$ cat config.mk
export PLATFORM = sky130hd
export DESIGN_NAME = add_arbiter
export DESIGN_NICKNAME = d
export VERILOG_FILES = /design/src/rtl/add_arbiter.sv
export SDC_FILE = /design/constraint.sdc
export NUM_CORES = 1
export LEC_CHECK = 0
export CORE_MARGIN = 4
export CORE_UTILIZATION = 29
export DETAILED_ROUTE_END_ITERATION = 10
export PLACE_DENSITY_LB_ADDON = 0.05
export SLEW_MARGIN = 5
export SYNTH_ARGS = -nofsm -noshare
export SYNTH_HDL_FRONTEND = slang
export SYNTH_SLANG_ARGS = --single-unit
export TNS_END_PERCENT = 10
$ cat constraint.sdc
create_clock -name clk -period 2.8 [get_ports clk]
set_input_delay 0.28 -clock clk [delete_from_list [all_inputs] [get_ports clk]]
set_output_delay 0.28 -clock clk [all_outputs]
set_load 0.1 [all_outputs]
$ cat src/rtl/add_arbiter.sv
// Shared W-bit adder for NREQ requesters behind a 2-stage (operand, sum) pipeline.
// Define ADD_ARB_RR_EN for round-robin arbitration; otherwise fixed priority (lowest index).
module add_arbiter #(
  parameter int NREQ = 4,
  parameter int W    = 16
) (
  input  logic                      clk,
  input  logic                      rst,
  input  logic [NREQ-1:0]           req_valid,
  input  logic [NREQ*W-1:0]         req_a,
  input  logic [NREQ*W-1:0]         req_b,
  output logic [NREQ-1:0]           req_ready,
  output logic                      rsp_valid,
  output logic [W:0]                rsp_sum,
  output logic [$clog2(NREQ)-1:0]   rsp_id,
  input  logic                      rsp_ready
);
  localparam int IDW = $clog2(NREQ);

  logic           r_s1_v;
  logic [W-1:0]   r_a;
  logic [W-1:0]   r_b;
  logic [IDW-1:0] r_s1_id;
  logic           r_s2_v;
  logic [W:0]     r_sum;
  logic [IDW-1:0] r_s2_id;

  logic           w_s2_free;
  logic           w_s1_free;
  logic           w_any;
  logic           w_xfer;
  logic [IDW-1:0] w_idx;

`ifdef ADD_ARB_RR_EN
  logic [IDW-1:0] r_ptr;

  // Search starts at the pointer; IDW-bit addition wraps because NREQ is a power of two.
  always_comb begin
    w_any = 1'b0;
    w_idx = '0;
    for (int unsigned k = 0; k < NREQ; k++) begin
      if (!w_any && req_valid[r_ptr + IDW'(k)]) begin
        w_any = 1'b1;
        w_idx = r_ptr + IDW'(k);
      end
    end
  end

  always_ff @(posedge clk) begin
    if (rst) begin
      r_ptr <= '0;
    end else if (w_xfer) begin
      r_ptr <= w_idx + IDW'(1);
    end
  end
`else
  always_comb begin
    w_any = 1'b0;
    w_idx = '0;
    for (int unsigned k = 0; k < NREQ; k++) begin
      if (!w_any && req_valid[k]) begin
        w_any = 1'b1;
        w_idx = IDW'(k);
      end
    end
  end
`endif

  assign w_s2_free = !r_s2_v || rsp_ready;
  assign w_s1_free = !r_s1_v || w_s2_free;
  assign w_xfer    = w_any && w_s1_free && !rst;

  always_comb begin
    req_ready = '0;
    if (w_xfer) begin
      req_ready[w_idx] = 1'b1;
    end
  end

  always_ff @(posedge clk) begin
    if (rst) begin
      r_s1_v  <= 1'b0;
      r_a     <= '0;
      r_b     <= '0;
      r_s1_id <= '0;
    end else if (w_xfer) begin
      r_s1_v  <= 1'b1;
      r_a     <= req_a[w_idx*W +: W];
      r_b     <= req_b[w_idx*W +: W];
      r_s1_id <= w_idx;
    end else if (w_s1_free) begin
      r_s1_v  <= 1'b0;
    end
  end

  always_ff @(posedge clk) begin
    if (rst) begin
      r_s2_v  <= 1'b0;
      r_sum   <= '0;
      r_s2_id <= '0;
    end else if (w_s2_free) begin
      r_s2_v  <= r_s1_v;
      r_sum   <= {1'b0, r_a} + {1'b0, r_b};
      r_s2_id <= r_s1_id;
    end
  end

  assign rsp_valid = r_s2_v;
  assign rsp_sum   = r_sum;
  assign rsp_id    = r_s2_id;
endmodule

* Word level (Yosys, flattened, before mapping)
Cells that the tools add are included.
** Word-level totals
- Register bits :: 55
- Bits of input ports :: 135
- Output and inout bits :: 24
- Word-level logic and storage cells :: 39
** Operators by class
- Add/subtract/negate cells :: 1
- $lt $le $gt $ge :: 2
- Shifts and indexed selects :: 2
- Mux-type cells :: 12
- Reductions and logical operators :: 15
** Operators with widths (number)
- 64-bit by 7-bit indexed part select with 16-bit output :: 2
- 16-bit by 16-bit adder with 17-bit output :: 1
- 1-bit two-way mux :: 8
- 1-bit logical AND :: 6
- 1-bit zero test :: 6
- 2-bit two-way mux :: 2
- 4-bit two-way mux :: 1
- 2-bit by 3-bit < comparator with 1-bit output, second input constant :: 1
- 1-bit demux with 2-bit select :: 1
- 2-bit by 1-bit greater-or-equal comparator with 1-bit output, second input constant :: 1
- 1-bit logical OR :: 2
- 2-bit nonzero test :: 1

* Logic depth before layout (Yosys ltp)
Gate-level depths: netlist (run 1).
- Word-level depth :: 15
- Gate-level depth with buffers :: 8
- Depth with buffers taken out :: 8

* Least setup slack after synthesis (run 1)
OpenSTA, ideal clock, no wires.
- Path type :: register -> output
- From :: register r_s2_v, in the netlist rsp_valid
- To :: output port req_ready[1]
- Data arrival time :: 2.364 ns
- Required time :: 2.520 ns
- Setup slack :: 0.156 ns
- Stages on the path, launching flop included :: 5
- Buffers on the path :: 1
- Cell sequence :: dfxtp_1 -> nor2b_1 -> a211oi_2 -> buf_2 -> and3b_1
** Between the ends
- Longest elaborated chain between the ends :: 6
** RTL lines
- from (decl) :: line 24 : logic r_s2_v;
- from (signal assigned) :: line 102 : r_s2_v <= r_s1_v;
- 1-bit zero test :: line 69 : assign w_s2_free = !r_s2_v || rsp_ready;
- 1-bit logical OR :: line 69
- 1-bit logical OR :: line 70 : assign w_s1_free = !r_s1_v || w_s2_free;
- 1-bit logical AND (2 in series) :: line 71 : assign w_xfer = w_any && w_s1_free && !rst;
- 4-bit two-way mux :: line 75 : if (w_xfer) begin
- to (decl) :: line 12 : output logic [NREQ-1:0] req_ready,
No other way between the ends.

* Worst setup path in the final report (run 1)
- From :: input port req_valid[0]
- To :: output port req_ready[3]
** Between the ends
- Longest elaborated chain between the ends :: 15
- Elaborated cells on any way between the ends :: 21
- Those cells by class :: order compare: 2; mux: 10; reduce/logical: 9
** RTL lines
- from (decl) :: line 9 : input logic [NREQ-1:0] req_valid,
- 1-bit two-way mux (*) :: line 61 : if (!w_any && req_valid[k]) begin
- 1-bit zero test :: line 61
- 1-bit logical AND :: line 61
- 1-bit two-way mux :: line 61
- 1-bit zero test :: line 61
- 1-bit logical AND :: line 61
- 1-bit two-way mux :: line 61
- 1-bit zero test :: line 61
- 1-bit logical AND :: line 61
- 2-bit two-way mux :: line 61
- 2-bit by 3-bit < comparator with 1-bit output (not written as such) or 2-bit by 1-bit greater-or-equal comparator with 1-bit output (tied branches) :: line 76 : req_ready[w_idx] = 1'b1;
- 1-bit logical AND (not written as such) :: line 76
- 1-bit two-way mux (not written as such) :: line 76
- 1-bit demux with 2-bit select :: line 76
- 4-bit two-way mux (*) :: line 75
Every way passes the cells marked *; elsewhere a longest branch is shown, timed or not.

==> impl_results.rst, run 1 <==
.. list-table::
   :header-rows: 1

   * - Metric
     - Value
   * - Die Y
     - 121 µm
   * - Worst setup path category
     - primary input to output pin
   * - DIE WIDTH
     - 121 µm
   * - Share of the synthesized area in the top cell type
     - 29.7%
   * - Total of hold buffers inserted after clock tree synthesis
     - 0
   * - Slew at the pin closest to its max-slew limit
     - 0.751 ns
   * - Fraction of final layout cells sized beyond drive strength 1
     - about 13%
   * - Worst min-delay path class
     - primary input to flip-flop
   * - Clk_skew
     - 0.0117 ns
   * - Final-report hold violation count
     - 0
   * - Num CTS Buffers
     - 5
   * - Placed standard-cell area
     - 5470 µm²
   * - Cells after Synth
     - 526
   * - Mean instance size in the synthesized netlist
     - around 7 µm²
   * - R2R setup slack
     - roughly 0.46 ns
   * - Fraction of met2 tracks used by global routing
     - 28.6%
   * - Average detailed-routed wire length per instance
     - 15.5 µm
   * - GRT busiest layer
     - met2
   * - Pins over their slew limit
     - 0
   * - Synth Flop Type
     - dfxtp_1
   * - Sequential area share after synthesis
     - 29.7%
   * - Clock transition at the registers of the reported paths
     - 0.07 ns
   * - Number of cell instances on the worst register-to-register path
     - 8
   * - Buffers inserted during post-CTS setup optimization
     - 0
   * - Share of synthesized registers carrying an async set or reset
     - 0%
   * - Startpoint of the worst register-to-register path
     - r_a[0]
   * - Outcome
     - completed
   * - Number of antenna diodes
     - 0
   * - Kind of start point of the critical path
     - primary input
   * - DR DRC count
     - 0
   * - EDFF count, synth
     - 0
   * - Top post-synthesis cells by count
     - 156 x nand2_1, 74 x nand3_1, 55 x dfxtp_1
   * - Via count of the first global-routing pass
     - 4,036
   * - Buffers from clock root to sink, at most
     - 2
   * - Setup crit end kind
     - output pin
   * - ANT nets after route
     - 0
   * - Total track usage
     - 17.5%
   * - Die Outline Area
     - 14,700 µm²
   * - Average via count per standard cell
     - 4.92
   * - Master cell of the clock root buffer
     - clkbuf_16
   * - Core footprint
     - 12,600 µm²
   * - Starting utilization of the core area
     - 29.5%
   * - Net count reported at finish
     - 819
   * - Yosys warning count
     - 0
   * - Ratio of final minimum period to clock period
     - 89.7%
   * - Fin crit period
     - 2.51 ns
   * - Worst rel slew slack
     - 49.5%
   * - Most common cell in the synthesized netlist
     - nand2_1
   * - Highest ir drop seen on vdd
     - between 0.2 and 0.25 mV
   * - Syn Nets
     - 678
   * - Setup-violating endpoint count in the final report
     - 0
   * - Upper clock frequency limit
     - between 300 and 400 MHz
   * - Detailed Place HPWL
     - 10.4 mm
   * - Met1 global-route usage
     - 24.2%
   * - CTS tree
     - done
   * - RSZ-0062 raised after global routing
     - no
   * - Sum of overflow across all layers after global routing
     - 0
   * - Worst-Skew Late Latency
     - roughly 0.30 ns
   * - Std cell rows
     - approximately 40
   * - Endpoint of the lowest-slack register-to-register path
     - rsp_sum[14]
   * - Power density normalized to cell area
     - 519 nW/µm²
   * - Global-route wire length before repair
     - 20.6 mm
   * - Number of unique standard cell types used by synthesis
     - 51
   * - Area contributors post-synth
     - dfxtp_1 30%, nand2_1 16%, nand3_1 10%
   * - Post-cts repair resize count
     - 0
   * - Antenna violations before repair
     - 0
   * - Boundary pin count
     - 159
   * - H-tree levels
     - 2
   * - # port buffers
     - 158
   * - WHS Endpoint
     - r_b[15]
   * - Total Neg Setup Slack
     - 0 ns
   * - Met3 track demand over resource
     - 3.96%
   * - Flop and latch count out of synthesis
     - 55
   * - Via count of the routed design
     - between 4,000 and 5,000
   * - Detailed-routing iteration count for the pre-antenna-repair pass
     - 4
   * - Area overhead of the layout relative to synthesis
     - 51.5%
   * - Crit path required time
     - 2.52 ns
   * - Hold Path Cell Cnt
     - 3
   * - Total clock sinks
     - 55
   * - Wire length reported by the detailed router
     - 13.1 mm
   * - Top fanout value on the critical path
     - 10
   * - Iteration-0 DRC Markers
     - roughly 290
   * - Synthesized area
     - 3710 µm²
   * - Largest area contributor in the netlist
     - dfxtp_1
   * - Launch point of the worst hold path
     - rst
   * - Worst Path Arrival
     - 2.23 ns
   * - Max cap viols
     - 0
   * - Placer congestion estimate
     - 0.856
   * - Lkg Pwr
     - between 2 and 2.5 nW
   * - Final design instance area without fill
     - 5620 µm²
   * - Pin count of the biggest net entering global routing
     - 52
-- worst max-delay path: stages --
cell and delay [ns]:
clkdlybuf4s50_1 0.50, nor4_1 0.70, buf_4 0.25, a211oi_4 0.08, and3_1 0.24, buf_12 0.17
-- logic make-up (layout without fill, tap and decap cells) --
group	count (synthesis)	in the layout	share of synthesized area (%)
adder cells (fa/ha/maj)	17	17	5.94
buffers and inverters	44	186	4.86
AND/OR/NAND/NOR	304	304	37.9
AO/OA/AOI/OAI	94	94	18.7
multiplexers	1	1	0.270
flip-flops	55	55	29.7
XOR/XNOR	11	11	2.60
-- power by group --
| part | switching [mW] | leakage, nW | internal, mW |
|---|---|---|---|
| sequential | 0.0758 | 0.458 | 0.891 |
| combinational | 0.784 | 1.75 | 0.514 |
| clock | 0.311 | 0.0748 | 0.341 |
-- cells in the final DEF (no fill, tap or decap), drive strengths merged, types with 2 or more instances in the layout --
cell type / count
a211oi: 3
a21oi: 20
a22o: 3
a31o: 32
and3: 4
buf: 38
clkbuf: 5
clkdlybuf4s50: 133
dfxtp: 55
ha: 16
inv: 9
nand2: 156
nand3: 74
nor2: 23
nor2b: 4
nor3: 2
nor3b: 32
o211ai: 2
o21a: 5
o21ai: 14
o21bai: 2
or2: 2
or3: 3
xnor2: 7
xor2: 4
-- sequential cells by signal, summed over array words and instances (netlist names) --
name,flops
r_a,16
r_b,16
r_s1_id,2
r_s1_v,1
rsp_id,2
rsp_sum,17
rsp_valid,1
-- how the worst max path moves through the flow --
| stage | from | end | slack [ns] |
|---|---|---|---|
| 5_1_grt | req_valid[3] | req_ready[2] | 0.20 |
| 2_1_floorplan | rsp_valid | req_ready[1] | 0.16 |
| 6_report | req_valid[0] | req_ready[3] | 0.29 |
| 3_5_place_dp | req_valid[0] | r_a[6] | 0.17 |
| 4_1_cts | req_valid[0] | req_ready[3] | 0.27 |
| 3_3_place_gp | req_valid[0] | r_a[6] | 0.19 |
-- stage by stage --
| step | util [%] | hold WS, ns | cells | setup slack, ns | power, mW |
|---|---|---|---|---|---|
| 3_5_place_dp | 43.5 | 0.446 | 832 | 0.167 | 2.29 |
| 4_1_cts | 44.7 | 0.431 | 840 | 0.271 | 2.94 |
| 6_report | 44.7 | 0.434 | 840 | 0.289 | 2.92 |
| 3_3_place_gp | 43.5 | 0.441 | 832 | 0.188 | 2.28 |
| 5_1_grt | 44.7 | 0.440 | 840 | 0.199 | 3.08 |
| 2_1_floorplan | - | 0.436 | 526 | 0.156 | 1.84 |
-- final cells by class --
type                       count  area [µm²]
clock buffer                   5         125
multi-input combinational    427        2450
fill                        1299        6950
sequential                    55        1100
inverter                       7        26.3
tap                          172         215
clock inverter                 3        26.3
timing repair buffer         171        1680
-- routing by layer --
layer  share of wire (%)  vias to the layer above
met5                   0                        -
met4                0.68                        0
met3                 6.1                        6
met2                  46                      120
met1                  47                     1886
li1                    -                     2120
No activity file was read; power rests on OpenSTA's default activity.
==> inputs of run 2 (changes only) <==
--- a/config.mk
+++ b/config.mk
@@ -5,6 +5,7 @@
 export SDC_FILE = /design/constraint.sdc
 export NUM_CORES = 1
 export LEC_CHECK = 0
+export ABC_CLOCK_PERIOD_IN_PS = 2800
 export CORE_MARGIN = 4
 export CORE_UTILIZATION = 29
 export DETAILED_ROUTE_END_ITERATION = 10
==> results of run 2 <==
No change in the layout: final DEF, timing and power equal those of run 1.
